===== config.mk =====
export PLATFORM = sky130hd
export DESIGN_NAME = fifo_push_arbiter
export DESIGN_NICKNAME = d
export VERILOG_FILES = /design/src/rtl/fifo_pkg.sv /design/src/rtl/rr_priority_picker.sv /design/src/rtl/fifo_push_arbiter.sv
export SDC_FILE = /design/constraint.sdc
export NUM_CORES = 1
export LEC_CHECK = 0
export ABC_AREA = 0
export CORE_ASPECT_RATIO = 0.6
export CORE_MARGIN = 3
export CORE_UTILIZATION = 36
export DETAILED_ROUTE_END_ITERATION = 8
export PLACE_DENSITY = 0.79
export SYNTH_ARGS = -nofsm -noshare
export SYNTH_HDL_FRONTEND = slang
export SYNTH_HIERARCHICAL = 1
export SYNTH_SLANG_ARGS = --single-unit

===== constraint.sdc =====
create_clock -name clk -period 3.96 [get_ports clk]
set_clock_uncertainty 0.1 [all_clocks]
set_input_delay 0.594 -clock clk [delete_from_list [all_inputs] [get_ports clk]]
set_output_delay 0.594 -clock clk [all_outputs]
set_load 0.03 [all_outputs]

===== src/rtl/fifo_pkg.sv =====
// fifo_pkg: shared FIFO helpers and arbiter state encoding
package fifo_pkg;
  typedef enum logic {IDLE, BURST} arb_state_t;
  function automatic int CeilLog2(input int x);
    int r;
    r = 0;
    for (int v = x - 1; v > 0; v = v >> 1) r++;
    return r;
  endfunction
endpackage


===== src/rtl/rr_priority_picker.sv =====
// rr_priority_picker: first requester at or after rr_ptr, wrapping N-1 to 0
module rr_priority_picker
  import fifo_pkg::*;
#(
  parameter int N  = 4,
  parameter int PW = CeilLog2(N)
) (
  input  logic [N-1:0]  req,
  input  logic [PW-1:0] rr_ptr,
  output logic [N-1:0]  pick,
  output logic [PW-1:0] idx,
  output logic          valid
);
  // scan furthest-first so the nearest requester overwrites and wins
  always_comb begin
    pick  = '0;
    idx   = '0;
    valid = 1'b0;
    for (int k = N - 1; k >= 0; k--) begin
      if (req[(int'(rr_ptr) + k) % N]) begin
        pick  = N'(1) << ((int'(rr_ptr) + k) % N);
        idx   = PW'((int'(rr_ptr) + k) % N);
        valid = 1'b1;
      end
    end
  end
endmodule


===== src/rtl/fifo_push_arbiter.sv =====
// fifo_push_arbiter: round-robin burst arbiter sharing one FIFO write port
module fifo_push_arbiter
  import fifo_pkg::*;
#(
  parameter int Word_Length          = 16,
  parameter int Number_Of_Requesters = 4,
  parameter int Max_Burst            = 2
) (
  input  logic                                        clk,
  input  logic                                        reset,
  input  logic [Number_Of_Requesters-1:0]             req,
  input  logic [Number_Of_Requesters*Word_Length-1:0] ReqData,
  input  logic                                        full,
  output logic [Number_Of_Requesters-1:0]             grant,
  output logic                                        push,
  output logic [Word_Length-1:0]                      DataInput,
  output logic [CeilLog2(Number_Of_Requesters)-1:0]   owner,
  output logic                                        busy
);
  localparam int N  = Number_Of_Requesters;
  localparam int PW = CeilLog2(N);
  localparam int CW = CeilLog2(Max_Burst) + 1;
  localparam logic [CW-1:0] MAXB = CW'(Max_Burst);

  arb_state_t    r_state, w_state;
  logic [PW-1:0] r_rr_ptr, w_rr_ptr, r_owner, w_owner, w_idx;
  logic [CW-1:0] r_burst_cnt, w_burst_cnt;
  logic [N-1:0]  w_pick;
  logic          w_valid, w_owner_req;

  function automatic logic [PW-1:0] inc(input logic [PW-1:0] x);
    return (int'(x) == N - 1) ? '0 : x + 1'b1;
  endfunction

  rr_priority_picker #(.N(N), .PW(PW)) u_pick (
    .req   (req),
    .rr_ptr(r_rr_ptr),
    .pick  (w_pick),
    .idx   (w_idx),
    .valid (w_valid)
  );

  assign w_owner_req = req[r_owner];
  assign grant = reset ? '0
               : (r_state == IDLE) ? (full ? '0 : w_pick)
               : (w_owner_req && !full) ? N'(1) << r_owner : '0;
  assign push  = |grant;
  assign owner = r_owner;
  assign busy  = r_state == BURST;

  always_comb begin
    DataInput = '0;
    for (int i = 0; i < N; i++) DataInput |= grant[i] ? ReqData[i*Word_Length +: Word_Length] : '0;
  end

  always_comb begin
    w_state     = r_state;
    w_rr_ptr    = r_rr_ptr;
    w_owner     = r_owner;
    w_burst_cnt = r_burst_cnt;
    if (r_state == IDLE) begin
      if (!full && w_valid) begin
        w_owner = w_idx;
        if (Max_Burst > 1) begin
          w_state     = BURST;
          w_burst_cnt = CW'(1);
        end else w_rr_ptr = inc(w_idx);
      end
    end else if (!w_owner_req) begin
      w_state  = IDLE;
      w_rr_ptr = inc(r_owner);
    end else if (!full) begin
      w_burst_cnt = r_burst_cnt + 1'b1;
      if (w_burst_cnt == MAXB) begin
        w_state  = IDLE;
        w_rr_ptr = inc(r_owner);
      end
    end
  end

  always_ff @(posedge clk or posedge reset) begin
    if (reset) begin
      r_state     <= IDLE;
      r_rr_ptr    <= '0;
      r_owner     <= '0;
      r_burst_cnt <= '0;
    end else begin
      r_state     <= w_state;
      r_rr_ptr    <= w_rr_ptr;
      r_owner     <= w_owner;
      r_burst_cnt <= w_burst_cnt;
    end
  end
endmodule


==> impl_results.md <==
* I/O Pins at 95
* Post-synthesis register bit count at 7
* Crit-path max FO at 8
* Post-Syn Nets at 280
* Critical Path Start Type: input port
* Vias in the first global route at 2086
* Asr flop ratio synth at 100%
* CTS root buf: clkbuf_8
* Non-Filler Instances at 369
* Final Wtd Congestion at 0.873
* CTS tree: built
* Synth Area in Compound Gates at 42.6%
* Reg power frac at 9.2%
* Cell accounting for the most synthesized area: dfrtp_1
* Total CTS buffers at 3
* Initial Util at 39.4%
* CTS clk-pin slew, worst paths at 40 ps
* Drt pass-1 iters at 8
* Adder-cell share of the synthesized area at 9.61%
* Sequential share of the synthesized area at 10.3%
* Warnings, synthesis at 6
* Die Area at 0.00559 mm^2
* Switch share at 49.8%
* Die extent in y at 59.1 um
* Worst hold slack at 439 ps
* Worst slew pin tran at 684 ps
* Mux contribution to synthesized area at 12.8%
* Number of flops mapped to enable cells by yosys at 0
* # fillers at 341
* Min Clock Period, post-route at 3950 ps
* Total number of vias at 2306
* Int Pwr at 973 uW
* Worst-Skew Late Latency at 240 ps
* DRC at 0
* Yosys cell types at 47
* Combinational cell fraction of total power at 85.1%
* DP HPWL at 5220 um
* Main synth FF type: dfrtp_1
* Ant. Diodes at 0
* Critical Path RT at 3270 ps
* Layout cells sized above 1 at 26.9%
* VDD IR max at 490 uV
* Initial antenna violation count at 0
* Utilization after layout at 69.3%
* Initial DRC count at 310
* Setup crit end kind: primary output
* Post-layout net count at 394
* Die W at 94.5 um
* Final Hold Viols at 0
* Port bufs at 94
* Largest family of logic cells by synthesized area: compound AO/OA/AOI/OAI gates
* Largest net degree at the start of global routing at 19
* Leak at 0.00123 uW
* Endpoints failing setup at 0
* Row count at 18
* Mean post-synth cell area at 8.64 um^2
* Syn Inst Count at 196
* Most numerous cell in the Yosys netlist: a22oi_1
* Mapped Area at 0.00169 mm^2
* Post-Synth Simple-Gate Area at 16.3%
* First-pass GRT wire length at 10600 um
* # clock sinks at 7
* GRT Overall Usage at 23.8%
* DR vias/cell at 6.25
* Max Fclk at 253 MHz
* Remaining Overflow, GRT at 0
* Detail Route Antenna Nets at 0
* Rel. slew slack at 54.4%
* WP data arrival at 3250 ps
* Max cap viols at 0
* Hold Crit Class: flip-flop to flip-flop
* Clock network power share at 5.6%
* Final wirelength at 7400 um
* Net Sw Power at 964 uW
* Max Slew Vio Count at 0
* P per Cell Area at 650 mW/mm^2
* Commonest cells in the netlist: a22oi_1, o21ai_0, a222oi_1
* Post-synthesis xor/xnor area fraction at 0%
* Wire per inst at 20.1 um
* Core Area at 0.00430 mm^2
* CTS Buffer Depth at 2
* Area contributors post-synth: dfrtp_1, ha_1, a222oi_1
* Post-synth top area share at 10.3%
* Crit path kind: input port to primary output
* Setup_tns at 0 ps
* H-Tree Level Count at 1
* Area delta synth->final at 76.0%
* Status: complete, no violations
* Placed cells at 356
* Final period util at 99.7%
-- layer usage --
layer	part of all wire [%]	wire (um)	vias up	global-route usage (%)
li1	-	-	1064	-
met1	43	3160	1084	34.3
met2	44	3280	149	37.3
met3	12	898	9	5.33
met4	0.76	56	0	3.70
met5	0	0	-	0
-- logic make-up after synthesis --
| family | count (synthesis) |
|---|---|
| compound gates | 92 |
| simple gates | 42 |
| buf+inv | 27 |
| mux | 15 |
| fa+ha+maj | 13 |
| flops | 7 |
-- what timing repair did --
item	4_1_cts	5_1_grt
gates resized for setup	13	16
pin swaps	1	2
hold buffers	0	0
cloned	2	2
endpoints found under the setup margin	18	17
setup buffers	4	1
-- placed cells by master (no fill, tap or decap), types with 2 or more instances in the layout --
cell             Yosys  layout
a211o_1              2       2
a21o_1               2       2
a21oi_1              5       5
a221o_1             15      15
a222oi_1            16      16
a22oi_1             20      20
a31oi_1              4       4
a41o_1               2       2
buf_12               0       3
buf_4                0      46
buf_6                5       4
clkbuf_16            0       2
clkbuf_8             0       3
clkdlybuf4s15_1      0       3
clkdlybuf4s50_1      0      69
dfrtp_1              7       7
ha_1                13      12
inv_1                7       7
mux2_2               6       6
mux2i_1              3       3
mux4_2               3       3
nand2_1              5       5
nand4_1              4       4
nor2_1              14      14
nor2b_1              2       2
nor4b_2              3       2
nor4b_4              0       2
nor4bb_2             0       2
o21ai_0             18      11
o21ai_1              0       7
-- state kept, by name (all words and copies together), names as in the netlist --
name         cells
busy             1
r_rr_ptr         2
r_burst_cnt      2
owner            2
-- power groups by stage --
| stage | sequential (uW) | clock, uW | combinational [uW] |
|---|---|---|---|
| final | 179 | 109 | 1650 |
| after global routing | 188 | 114 | 1750 |
| after CTS | 177 | 109 | 1550 |
| after detailed placement | 176 | 0 | 1510 |
| after global placement | 174 | 0 | 1480 |
| after floorplan | 187 | 0 | 985 |
-- layout make-up --
type                    count  area, um^2  share of cell area (%)
well taps                  60        75.1                    2.52
inverters                   7        26.3                   0.882
repair buffers            129        1230                    41.3
clock buffers               4        45.0                    1.51
multi-input cells         162        1430                    47.9
flip-flops and latches      7         175                    5.88
-- critical path, cell delays in order --
cell	delay, ps
clkdlybuf4s15_1	260
mux4_2	550
buf_4	170
a22oi_1	180
a31oi_1	120
nor4b_4	180
clkbuf_16	210
a222oi_1	370
nand2_1	120
a211o_1	300
buf_4	180
-- per-stage QoR --
stage / setup slack [ps] / power [uW] / instance area (um^2)
floorplan: 1.25 / 1170 / 1710
global placement: -307 / 1660 / 2790
detailed placement: -385 / 1680 / 2790
CTS: 18.1 / 1840 / 2890
global route: -93.2 / 2060 / 2980
finish: 13.0 / 1940 / 2980
-- worst paths after layout --
kind | startpoint | depth (start not counted) | to | slack [ps]
max reg2reg | owner[0] | 4 | r_rr_ptr[1] | 1890
min reg2reg | r_burst_cnt[1] | 2 | r_burst_cnt[1] | 440
max in group asynchronous | reset | 2 | r_burst_cnt[0] | 2640
max | req[3] | 11 | DataInput[0] | 10
min in group asynchronous | reset | 2 | r_rr_ptr[1] | 880
min | r_burst_cnt[1] | 2 | r_burst_cnt[1] | 440
No activity file was read; power rests on OpenSTA's default activity.
